**config.mk**
```make
export PLATFORM = sky130hd
export DESIGN_NAME = updown_sweep_ctrl
export DESIGN_NICKNAME = d
export VERILOG_FILES = /design/src/rtl/updown_sweep_pkg.sv /design/src/rtl/updown_sweep_ctrl_counter.sv /design/src/rtl/updown_sweep_ctrl.sv
export SDC_FILE = /design/constraint.sdc
export NUM_CORES = 1
export LEC_CHECK = 0
export ABC_AREA = 0
export CAP_MARGIN = 40
export CORE_MARGIN = 2
export CORE_UTILIZATION = 50
export DETAILED_ROUTE_END_ITERATION = 7
export PLACE_DENSITY_LB_ADDON = 0.3
export SLEW_MARGIN = 20
export SYNTH_ARGS = -nofsm -noshare
export SYNTH_HDL_FRONTEND = slang
export SYNTH_SLANG_ARGS = --single-unit
export TNS_END_PERCENT = 30
```
**constraint.sdc**
```tcl
create_clock -name clk -period 2.5 [get_ports clk]
set_input_delay 0.5 -clock clk [delete_from_list [all_inputs] [get_ports clk]]
set_output_delay 0.5 -clock clk [all_outputs]
set_load 0.005 [all_outputs]
```
**src/rtl/updown_sweep_pkg.sv**
```systemverilog
// updown_sweep_pkg: shared state encoding and default sizes for the triangle sweep sequencer.
package updown_sweep_pkg;
   localparam int DEF_WIDTH  = 4;
   localparam int DEF_REPS_W = 4;
   typedef enum logic [1:0] {S_IDLE, S_UP, S_DOWN, S_DONE} state_e;
endpackage

```
**src/rtl/updown_sweep_ctrl_counter.sv**
```systemverilog
// sweep_step_counter: loadable up/down counter stepped one unit per enabled cycle.
module sweep_step_counter #(
   parameter int WIDTH = 4
) (
   input  logic             clk,
   input  logic             reset,
   input  logic             load,
   input  logic [WIDTH-1:0] load_val,
   input  logic             en,
   input  logic             up,
   output logic [WIDTH-1:0] count
);
   localparam logic [WIDTH-1:0] ONE = WIDTH'(1);
   logic [WIDTH-1:0] count_q, count_d;
   always_comb count_d = load ? load_val : en ? (up ? count_q + ONE : count_q - ONE) : count_q;
   always_ff @(posedge clk)
      count_q <= reset ? '0 : count_d;
   assign count = count_q;
endmodule

```
**src/rtl/updown_sweep_ctrl.sv**
```systemverilog
// updown_sweep_ctrl: repeats lo->hi->lo triangle sweeps with start/busy/done, pause and abort.
// Defining UPDOWN_SWEEP_ERR_EN adds an err pulse for starts with an illegal configuration.
module updown_sweep_ctrl
   import updown_sweep_pkg::*;
#(
   parameter int WIDTH  = DEF_WIDTH,
   parameter int REPS_W = DEF_REPS_W
) (
   input  logic              clk,
   input  logic              reset,
   input  logic              start,
   input  logic [WIDTH-1:0]  lo,
   input  logic [WIDTH-1:0]  hi,
   input  logic [REPS_W-1:0] reps,
   input  logic              pause,
   input  logic              abort,
   output logic [WIDTH-1:0]  count,
   output logic              up,
   output logic              busy,
   output logic              done,
   output logic [REPS_W-1:0] reps_done
`ifdef UPDOWN_SWEEP_ERR_EN
   ,
   output logic              err
`endif
);
   localparam logic [WIDTH-1:0]  ONE   = WIDTH'(1);
   localparam logic [REPS_W-1:0] ONE_R = REPS_W'(1);
   state_e            state_q, state_d;
   logic [WIDTH-1:0]  lo_q, hi_q;
   logic [REPS_W-1:0] reps_q, reps_done_q, reps_done_d, reps_nxt;
   logic              done_q, load, en, legal;
   assign legal    = (lo < hi) && (reps != '0);
   assign reps_nxt = reps_done_q + ONE_R;
   // The counter only moves by one per step and turns at the bounds, so it never wraps.
   always_comb begin
      state_d     = state_q;
      reps_done_d = reps_done_q;
      load        = 1'b0;
      en          = 1'b0;
      unique case (state_q)
         S_IDLE: begin
            if (start && legal) begin
               load        = 1'b1;
               reps_done_d = '0;
               state_d     = S_UP;
            end
         end
         S_UP: begin
            if (abort) state_d = S_IDLE;
            else if (!pause) begin
               en = 1'b1;
               if (count == hi_q - ONE) state_d = S_DOWN;
            end
         end
         S_DOWN: begin
            if (abort) state_d = S_IDLE;
            else if (!pause) begin
               en = 1'b1;
               if (count == lo_q + ONE) begin
                  reps_done_d = reps_nxt;
                  state_d     = (reps_nxt == reps_q) ? S_DONE : S_UP;
               end
            end
         end
         S_DONE: state_d = S_IDLE;
      endcase
   end
   always_ff @(posedge clk) begin
      if (reset) begin
         state_q     <= S_IDLE;
         reps_done_q <= '0;
         done_q      <= 1'b0;
         lo_q        <= '0;
         hi_q        <= '0;
         reps_q      <= '0;
      end else begin
         state_q     <= state_d;
         reps_done_q <= reps_done_d;
         done_q      <= state_d == S_DONE;
         if (load) begin
            lo_q   <= lo;
            hi_q   <= hi;
            reps_q <= reps;
         end
      end
   end
`ifdef UPDOWN_SWEEP_ERR_EN
   logic err_q;
   always_ff @(posedge clk)
      err_q <= reset ? 1'b0 : (state_q == S_IDLE) && start && !legal;
   assign err = err_q;
`endif
   sweep_step_counter #(.WIDTH(WIDTH)) u_cnt (
      .clk     (clk),
      .reset   (reset),
      .load    (load),
      .load_val(lo),
      .en      (en),
      .up      (state_q == S_UP),
      .count   (count)
   );
   assign up        = state_q == S_UP;
   assign busy      = (state_q == S_UP) || (state_q == S_DOWN);
   assign done      = done_q;
   assign reps_done = reps_done_q;
endmodule

```
==> metrics.md <==
| Metric | Value |
|---|---|
| Top_reg_cell synth | dfxtp_1 |
| Fin area | 1840 um2 |
| Via count of the first global-routing pass | 1240 |
| GRT Total Usage | 20.3% |
| Vias per cell | 5.51 |
| WP data required | 2.74 ns |
| Post-Syn Instances | 160 |
| Clk slew on worst S/H paths | 0.12 ns |
| Slew HR | 78.3% |
| Die ar. | 3440 um2 |
| CP max stage delay | 0.38 ns |
| CTS Buffer Depth | 2 |
| Gr ovfl total | 0 |
| Slowest cell on crit path | dfxtp_1 |
| CTS tree | yes |
| Ports | 28 |
| Global placement routability congestion | 0.830 |
| Inst Count DP | 219 |
| Core area | 2810 um2 |
| Mapped Area | 1490 um2 |
| VDD IR max | 0.000261 V |
| Worst-Skew Late Latency | 0.31 ns |
| CP Launch Type | flop |
| Buf/Inv on CP | 2 |
| WL/cell | 13.5 um |
| Syn-to-layout area delta | 23.2% |
| Min cycle time layout | 2.19 ns |
| Worst-Margin Slew | 0.325 ns |
| Setup Viol. Count Final | 0 |
| Die Height | 58.6 um |
| Routed WL | 3010 um |
| Power Density | 494 nW/um2 |
| Pin count of the biggest net entering global routing | 17 |
| CTS sink cnt | 23 |
| CP Data Arrival Time | 2.44 ns |
| Status | finished with violations |
| Crit Path Category | reg -> reg |
| Post-Layout Cell Count | 223 |
| DR vias | 1229 |
| Total power | 909 uW |
| FMAX | 0.456 GHz |
| Hpwl dp | 2460 um |
| # diodes | 0 |
| CTS resizes | 0 |
| Initial antenna violation count | 0 |
| Drc violations | 3 |
| Post-synth EDFFs | 0 |
| Htree depth | 1 |
| Syn avg cell area | 9.33 um2 |
| Delay-heaviest family, CP | compound AO/OA/AOI/OAI gates |
| Hold WC Path Type | reg -> reg |
| RSZ-0062 raised after global routing | no |
| Final TNS setup | 0 ns |
| First-pass DRT Iterations | 6 |
| CP Capture Type | flop |
| Post-CTS setup buffers | 0 |
| Most frequent cells in the layout | clkdlybuf4s50_1, dfxtp_1, nor2_1 |
| Area after DPL | 1810 um2 |
| Die width | 58.6 um |
| Count of final max-slew check failures | 0 |
| Pleak | 0.000760 uW |
| Clock skew | 0.00161 ns |
| Max-cap viol count | 0 |
| Final period utilization | 87.7% |
| Violations in the final reports | DRC |
| Clock root buffer | clkbuf_4 |
| Layout cell share with drive strength beyond 1 | 10.4% |
| Sequential fraction of the synthesis area | 30.8% |
| Nets | 222 |
| Cells along the critical path | inv_1 > ha_1 > inv_1 > ha_1 > a21o_1 > a21oi_1 > xnor2_1 > nand2_1 > xor2_1 > a211oi_2 |
| ANT nets after route | 0 |
| 1st-iter DRT viols | 44 |
| FFs w/ async S/R, synth | 0% |
| Register bit total from synthesis | 23 |
| Critical path peak fanout | 6 |
| Global-route wire length before repair | 5380 um |
| Core Rows | 19 |
| Total CTS buffers | 3 |
| I/O Buffers | 27 |
| Synth warnings | 0 |
| Cell variety after synth | 39 |
| Hold Buf Count CTS | 0 |
| Final Hold Viols | 0 |
| Commonest non-fill, non-tap cell in the layout | clkdlybuf4s50_1 |
| Starting Density | 53.2% |
| Post-synth net total | 189 |
[where the power goes]
group | total, uW | leakage [uW] | switching [uW] | internal [uW]
logic | 316 | 0.000558 | 146 | 170
clock network | 169 | 0.0000150 | 107 | 62.4
registers | 424 | 0.000188 | 31.3 | 392
total | 909 | 0.000760 | 284 | 625
[layout make-up]
class | count | area [um2]
Timing Repair Buffer | 32 | 320
Tap cell | 31 | 38.8
Inverter | 12 | 45.0
Multi-Input combinational cell | 121 | 948
Sequential cell | 23 | 460
Fill cell | 244 | 966
Clock buffer | 4 | 26.3
[flip-flops by register name (all words and copies together), names as in the netlist]
register	flops
u_cnt.count	4
reps_q	4
done	1
hi_q	4
state_q	2
reps_done	4
lo_q	4
[per-stage QoR]
step	hold slack [ns]	util [%]	setup slack, ns
final	0.498	65.6	0.306
after global routing	0.531	65.6	0.168
after CTS	0.504	65.6	0.288
after detailed placement	0.486	64.6	0.107
after global placement	0.474	64.6	0.165
after floorplan	0.462	-	0.546
[tightest hold or removal path: cells and delay by family (launching register included)]
| family | cells | cell delay, ns |
|---|---|---|
| AOI/OAI and AO/OA | 1 | 0.05 |
| DFF | 1 | 0.35 |
| and+or+nand+nor | 1 | 0.06 |
[cell usage after synthesis (2+ instances only)]
cell type	count	area [um2]
dfxtp_1	23	460
inv_1	12	45.0
clkbuf_1	2	7.51
nor2_1	17	63.8
a21oi_1	8	40.0
nor4_1	2	12.5
nand2_1	8	30.0
nor3_1	4	20.0
o211ai_1	2	15.0
xnor2_1	16	140
a211oi_2	4	50.1
mux2i_1	12	120
ha_1	11	138
xor2_1	7	61.3
nand3_1	5	25.0
nor3b_1	2	15.0
and2_1	2	12.5
nor3_2	2	20.0
[final timing paths]
kind               from             end  slack, ns  depth (start not counted)
min reg2reg     lo_q[2]         lo_q[2]       0.50                          2
max          state_q[1]  u_cnt.count[3]       0.31                         10
min             lo_q[2]         lo_q[2]       0.50                          2
max reg2reg  state_q[1]  u_cnt.count[3]       0.31                         10
[per-layer routing]
layer  global-route usage [%]  vias to the layer above  part of all wire, %
met5                        0                        -                    0
met4                     7.79                        0                  1.6
met3                     1.98                        5                  3.2
met2                     36.6                       29                   49
met1                     24.7                      577                   46
li1                         -                      618                    -
[cell families (layout without fill, tap and decap cells)]
group                      after synthesis  after routing  share of synthesized area [%]
AOI/OAI and AO/OA                       25             25                           13.7
muxes                                   13             13                           8.80
xor gates and xnor gates                23             23                           13.5
buffers and inverters                   16             48                           5.62
DFF                                     23             23                           30.8
and+or+nand+nor                         48             48                           16.9
adders and majority gates               12             12                           10.6
(Power assumes the default switching activity.)
